## config.mk

```make
export PLATFORM = sky130hd
export DESIGN_NAME = addr_decoder
export DESIGN_NICKNAME = d
export VERILOG_FILES = /design/src/rtl/addr_decoder.sv
export SDC_FILE = /design/constraint.sdc
export NUM_CORES = 1
export LEC_CHECK = 0
export ABC_CLOCK_PERIOD_IN_PS = 2500
export CAP_MARGIN = 20
export CELL_PAD_IN_SITES_DETAIL_PLACEMENT = 2
export CELL_PAD_IN_SITES_GLOBAL_PLACEMENT = 2
export CORE_MARGIN = 2
export CORE_UTILIZATION = 22
export CTS_CLUSTER_DIAMETER = 30
export DETAILED_ROUTE_END_ITERATION = 10
export GPL_ROUTABILITY_DRIVEN = 0
export GPL_TIMING_DRIVEN = 0
export PLACE_DENSITY = 0.84
export SLEW_MARGIN = 10
export SYNTH_ARGS = -nofsm -noshare
export SYNTH_HDL_FRONTEND = slang
export SYNTH_SLANG_ARGS = --single-unit
```

## constraint.sdc

```tcl
create_clock -name clk -period 2.5 [get_ports clk]
set_clock_uncertainty 0.1 [all_clocks]
set_input_delay 0.25 -clock clk [delete_from_list [all_inputs] [get_ports clk]]
set_output_delay 0.25 -clock clk [all_outputs]
set_load 0.05 [all_outputs]
```

## src/rtl/addr_decoder.sv

```systemverilog
// Cache address splitter: slices a byte address into tag / line index / word select / byte offset,
// with a one-cycle registered copy (plus valid and misalignment flags) for the cache controller.
module addr_decoder #(
  parameter  int unsigned ADDR_W   = 16,
  parameter  int unsigned INDEX_W  = 5,
  parameter  int unsigned OFFSET_W = 5,
  localparam int unsigned TAG_W    = ADDR_W - INDEX_W - OFFSET_W,
  localparam int unsigned WSEL_W   = OFFSET_W - 2
) (
  input  logic                clk,
  input  logic                rst_n,
  input  logic [ADDR_W-1:0]   addr,
  input  logic                addr_valid,
  output logic [TAG_W-1:0]    tag,
  output logic [INDEX_W-1:0]  index,
  output logic [WSEL_W-1:0]   word_sel,
  output logic [1:0]          byte_off,
  output logic [TAG_W-1:0]    tag_q,
  output logic [INDEX_W-1:0]  index_q,
  output logic [WSEL_W-1:0]   word_sel_q,
  output logic                misaligned_q,
  output logic                out_valid
);

  // Reject field maps that leave no tag bits or no room for a word select.
  if (ADDR_W < INDEX_W + OFFSET_W + 1) begin : g_bad_tag
    $error("addr_decoder: TAG_W must be >= 1");
  end
  if (OFFSET_W < 3) begin : g_bad_offset
    $error("addr_decoder: OFFSET_W must be >= 3");
  end

  // Pure bit slices for same-cycle tag/valid array lookup.
  assign tag      = addr[ADDR_W-1 -: TAG_W];
  assign index    = addr[INDEX_W+OFFSET_W-1 -: INDEX_W];
  assign word_sel = addr[OFFSET_W-1 -: WSEL_W];
  assign byte_off = addr[1:0];

  // Fields are captured only on valid cycles; out_valid tracks addr_valid every cycle.
  always_ff @(posedge clk or negedge rst_n) begin
    if (!rst_n) begin
      tag_q        <= '0;
      index_q      <= '0;
      word_sel_q   <= '0;
      misaligned_q <= 1'b0;
      out_valid    <= 1'b0;
    end else begin
      out_valid <= addr_valid;
      if (addr_valid) begin
        tag_q        <= tag;
        index_q      <= index;
        word_sel_q   <= word_sel;
        misaligned_q <= |byte_off;
      end
    end
  end

endmodule

```

==> results of run 1 <==
cells by family after synthesis:
kind of cell / count (synthesis) / synth area share
buf+inv: 18 / 0.2013
flops: 16 / 0.5324
simple gates: 2 / 0.009987
mux: 14 / 0.2496
compound gates: 1 / 0.006649
cells in the final DEF (no fill, tap or decap):
master	synthesis	routed
mux2_2	6	6
clkdlybuf4s50_1	0	50
clkbuf_8	0	1
nor2_1	2	2
buf_6	1	1
a21oi_1	1	1
clkbuf_4	0	3
buf_12	1	1
mux2_4	8	8
dfrtp_1	16	16
buf_4	16	16
where the power goes:
part	internal (mW)	total, mW	switching [mW]
clock	0.0890	0.184	0.0950
combinational	0.135	0.320	0.185
sequential	0.283	0.297	0.0136
state kept, by name, indices dropped and copies added (netlist names):
signal,cells
word_sel_q,3
out_valid,1
misaligned_q,1
tag_q,6
index_q,5
worst max-delay path, delay by kind of cell:
| kind | cells | cell delay [ps] |
|---|---|---|
| buf+inv | 3 | 1390 |
per-layer routing:
layer	GRT usage	vias to the layer above
li1	-	260
met1	0.1124	283
met2	0.2231	26
met3	0.01622	5
met4	0.08333	0
met5	0	-
metrics by stage:
stage                     area (sq um)  worst slack (ps)    util
after detailed placement          1310             481.8  0.3957
after CTS                         1346             477.8  0.4067
after global placement            1310             524.8  0.3957
after floorplan                  752.0              1406       -
after global routing              1346             466.2  0.4067
final                             1346             498.7  0.4067
layout make-up:
cell class	instances	area [sq um]	area share
clock buffers	4	36.28	0.02695
plain buffers	18	151.4	0.1125
repair buffers	50	500.5	0.3717
flip-flops and latches	16	400.4	0.2974
well taps	46	57.56	0.04275
multi-input cells	17	200.2	0.1487
final timing paths:
path | to | slack [ps] | depth (start not counted)
worst max-delay path | tag[5] | 500 | 3
worst min-delay path | word_sel_q[2] | 270 | 1
worst max register to register | tag_q[1] | 1620 | 1
worst min register to register | tag_q[4] | 420 | 1
max in group asynchronous | index_q[1] | 1560 | 1
min in group clk | out_valid | 320 | 1
==> summary.txt, run 1 <==
Outcome
  – Status: complete, no violations

Global route
  – First-pass GRT wire length: around 3.4 mm
  – Grt total ovfl: 0
  – Largest net degree at the start of global routing: 17
  – Initial antenna violation count: 0
  – GR Util All Layers: 0.1164
  – Vias in the first global route: 700

Hold path
  – Min-Delay Path Class: in -> async

Synthesis
  – Flop and latch count out of synthesis: 16
  – Post-Syn Nets: 70
  – Synth top area share: 0.5324
  – Seq/Total Area, Yosys: 0.5324
  – Leading area contributor after synthesis: dfrtp_1
  – EDFF count, synth: 0
  – Synth Instances: 51
  – Synth top cells by count: 16 x buf_4, 16 x dfrtp_1, 8 x mux2_4, 6 x mux2_2, 2 x nor2_1
  – Synth Cell Area: about 750 sq um
  – Average size of a mapped cell: between 10 and 15 sq um
  – Synth Warn #: 0
  – Synth Flop Type: dfrtp_1
  – Synth top area cells: dfrtp_1 53%, buf_4 16%, mux2_4 16%
  – Cell variety after synth: 8
  – Async SR Flop Fraction: 1.000

Floorplanning
  – CORE AREA: 3311 sq um
  – Num rows: 21
  – Die height: ~62 um
  – Die ar.: 3902 sq um
  – Initial Util: 0.2271
  – Die X: 62.47 um
  – IO Count: 51

Place
  – Placed cell count: approximately 150
  – Port-buffer cells: 50
  – Post-DP HPWL: 1.699 mm

Power and ir drop
  – P_leak: 0.5890 nW
  – Tot Pwr: roughly 0.8 mW
  – Max VDD drop: 185.8 uV
  – P per Cell Area: ~600 nW/um^2

Setup path
  – Crit-path slowest cell: clkdlybuf4s50_1
  – Critical Path RT: 2150 ps
  – Crit path kind: in -> out
  – Worst R2R Start: tag_q[1]
  – Worst setup SP type: input port
  – Worst setup path startpoint: addr[15]
  – Critical Path, Cell by Cell: clkdlybuf4s50_1 > buf_4 > clkdlybuf4s50_1
  – Critical path arrival: roughly 1700 ps
  – Crit-path max FO: 2
  – Largest stage delay on the critical path: 800 ps
  – Crit-path most repeated cell: clkdlybuf4s50_1
  – Kind of end point of the critical path: output pin

Clock network
  – Clk slew on worst S/H paths: 110 ps
  – CTS tree: yes
  – CTS Buf Count: 3
  – H-tree levels: 1
  – Root Buffer: clkbuf_4
  – CTS resizes: 0
  – Post-CTS Setup Bufs: 0
  – Worst-skew pair later-pin latency: approximately 300 ps
  – Clock Sink Count: 16
  – CTS Buffer Depth: 2
  – Hold bufs inserted after CTS: 0

STA
  – Fmax: roughly 500 MHz
  – Post-layout minimum cycle time: 2001 ps
  – Final slew viol count: 0
  – Setup violators final: 0
  – Fin crit share: 0.8005
  – Setup TNS Final: 0 ps
  – Worst-margin pin slew: ~740 ps
  – Slew headroom: 0.5020
  – Hold_ws: approximately 270 ps
  – Final-report hold violation count: 0
  – RSZ-0062 raised after global routing: no

Routing
  – DRT iter0 DRCs: 5
  – Routed met1 length: 750 um
  – Met2 wire len: 1.180 mm
  – Vias: roughly 570
  – Final wirelength: 2.091 mm
  – DRC viols: 0
  – WL per Instance: 13.85 um
  – DR pass1 iterations: 3
  – Top Layer Used: met4
  – DR vias/cell: 3.801
  – WL met3: between 90 and 100 um
  – Detail Route Antenna Nets: 0

Final layout
  – Layout cell share with drive strength beyond 1: 0.3429
  – Synthesis-to-layout area growth: 79.03%
  – Post-layout nets: 125
  – Antenna Cells: 0
  – Fillcell total: about 360
  – Final non-filler cell total: 151

Run
  – Max cap viols: 0
No activity file was read; power rests on OpenSTA's default activity.
==> run 2: changes to the inputs <==
Settings changed: ABC_CLOCK_PERIOD_IN_PS 2500 to 1800, CORE_UTILIZATION 22 to 18, PLACE_DENSITY 0.84 to 0.74.
Clock period 2.5 ns to 1.8 ns, I/O delays scaled along.
==> run 2 against run 1 <==
  * Routed wire length decreased by 3.4%
  * Design area decreased by 0.74%
  * Highest routed layer unchanged
  * Sequential share of layout area increased by 0.22 points
  * Critical path type is now reg -> out
  * Non-clock buffer count unchanged
  * Sequential power increased by 39%
==> summary.txt, run 2 (synthesis results as in run 1) <==
Floorplanning
  – Num rows: 23
  – IO Count: 51
  – CORE AREA: around 4000 sq um
  – Die X: between 60 and 70 um
  – Die ar.: 4711 sq um
  – Initial Util: 0.1880
  – Die height: 68.64 um

Clock network
  – CTS Buffer Depth: 2
  – Worst-skew pair later-pin latency: 240 ps
  – Clock Sink Count: 16
  – H-tree levels: 1
  – CTS Buf Count: 3
  – CTS tree: yes
  – Clk slew on worst S/H paths: 60 ps
  – Root Buffer: clkbuf_8
  – Post-CTS Setup Bufs: 0

Setup path
  – Kind of end point of the critical path: output pin
  – Critical Path RT: 1520 ps
  – Largest stage delay on the critical path: about 810 ps
  – Critical Path, Cell by Cell: clkdlybuf4s50_1
  – Critical path arrival: about 1400 ps
  – CP top delay family: buffers and inverters
  – Crit-path slowest cell: clkdlybuf4s50_1
  – CP bufs+invs: 1
  – Crit-path max FO: 2
  – Worst setup SP type: flop
  – Crit path kind: reg -> out

Global route
  – GR Util All Layers: 0.09519
  – Vias in the first global route: 644
  – Grt total ovfl: 0
  – First-pass GRT wire length: roughly 3.2 mm
  – Initial antenna violation count: 0
  – Largest net degree at the start of global routing: 17

STA
  – Setup violators final: 0
  – Slew headroom: 0.4822
  – Hold_ws: 289.0 ps
  – Final WS setup: 102.7 ps
  – Fmax: ~590 MHz
  – RSZ-0062 raised after global routing: no
  – Final slew viol count: 0
  – Setup TNS Final: 0 ps
  – Post-layout minimum cycle time: approximately 1700 ps
  – Worst-margin pin slew: 774.3 ps
  – Final-report hold violation count: 0
  – Fin crit share: 0.9429

Place
  – Setup WS pre-CTS: -78.16 ps
  – Placed cell count: 151
  – Area after DPL: 1315 sq um
  – Post-DP HPWL: around 1.6 mm
  – Port-buffer cells: 50

Final layout
  – Reg area: roughly 400 sq um
  – Fillcell total: 434
  – Final non-filler cell total: 154
  – Layout cell share with drive strength beyond 1: 0.3365
  – Top flop regs: tag_q: 6 flops, index_q: 5 flops, word_sel_q: 3 flops
  – Post-layout nets: 125
  – Antenna Cells: 0
  – Most frequent cells in the layout: 34 x clkdlybuf4s50_1, 16 x buf_4, 16 x dfrtp_1, 16 x dlygate4sd2_1, 8 x mux2_4
  – Commonest non-fill, non-tap cell in the layout: clkdlybuf4s50_1
  – Reg with most FFs: tag_q
  – Layout Utilization: 0.3341
  – Synthesis-to-layout area growth: 77.70%
  – Post-route cell area: between 1000 and 1500 sq um
  – Area of the multi-input gates: 200.2 sq um
  – Max reg flops: 6

Power and ir drop
  – Sw frac: 0.3529
  – Logic pwr share: 0.388
  – P_leak: 0.6111 nW
  – Clk pwr share: 0.240
  – Int Power: 0.7170 mW
  – P per Cell Area: 829.1 nW/um^2
  – Reg power frac: 0.372
  – Tot Pwr: approximately 1.1 mW
  – Max VDD drop: ~180 uV
  – Net load switching power: 0.3909 mW

Routing
  – WL per Instance: roughly 13 um
  – DRC viols: 0
  – DR vias/cell: 3.669
  – DR pass1 iterations: 2
  – DRT iter0 DRCs: 6
  – Vias: 565
  – Detail Route Antenna Nets: 0
  – Final wirelength: 2.019 mm

Outcome
  – Status: complete, no violations

Hold path
  – Min-Delay Path Class: in -> async

Run
  – Max cap viols: 0
## run 2: changes by cell type in the layout (fill, tap and decap cells not counted), sizes merged
cell	change
clkdlybuf4s50	-16
clkbuf	-1
dlygate4sd2	+16
## run 2: what timing repair did
action                                  4_1_cts  5_1_grt
hold buffers                                  0        0
gates resized for setup                      16        0
endpoints found under the setup margin       16        0
## run 2: final timing paths
check | from | end | slack, ps | cells past startpoint
setup / recovery | tag_q[1] | tag_q[1] | 100 | 1
hold / removal | rst_n | tag_q[2] | 290 | 1
max in group asynchronous | rst_n | tag_q[3] | 830 | 1
hold reg to reg | tag_q[3] | tag_q[3] | 410 | 1
min in group clk | addr_valid | out_valid | 330 | 1
setup reg to reg | index_q[3] | index_q[3] | 930 | 1
## run 2: layer usage
metal / global-route usage / share of wire / vias up
li1: - / - / 257
met1: 0.1097 / 0.37 / 288
met2: 0.1707 / 0.58 / 18
met3: 0.004870 / 0.041 / 2
met4: 0.06000 / 0.013 / 0
met5: 0 / 0 / -
## run 2: power groups by stage
stage                     logic (mW)  registers, mW  clock network, mW
after floorplan                0.154          0.541                  0
after global placement         0.442          0.418                  0
after detailed placement       0.449          0.419                  0
after CTS                      0.436          0.413              0.285
after global routing           0.450          0.419              0.296
final                          0.430          0.412              0.266
## run 2: layout make-up
type	instances	area share
repair buffers	50	0.3596
clock buffers	3	0.03090
plain buffers	18	0.1133
well taps	50	0.04682
multi-input cells	17	0.1498
flip-flops and latches	16	0.2996
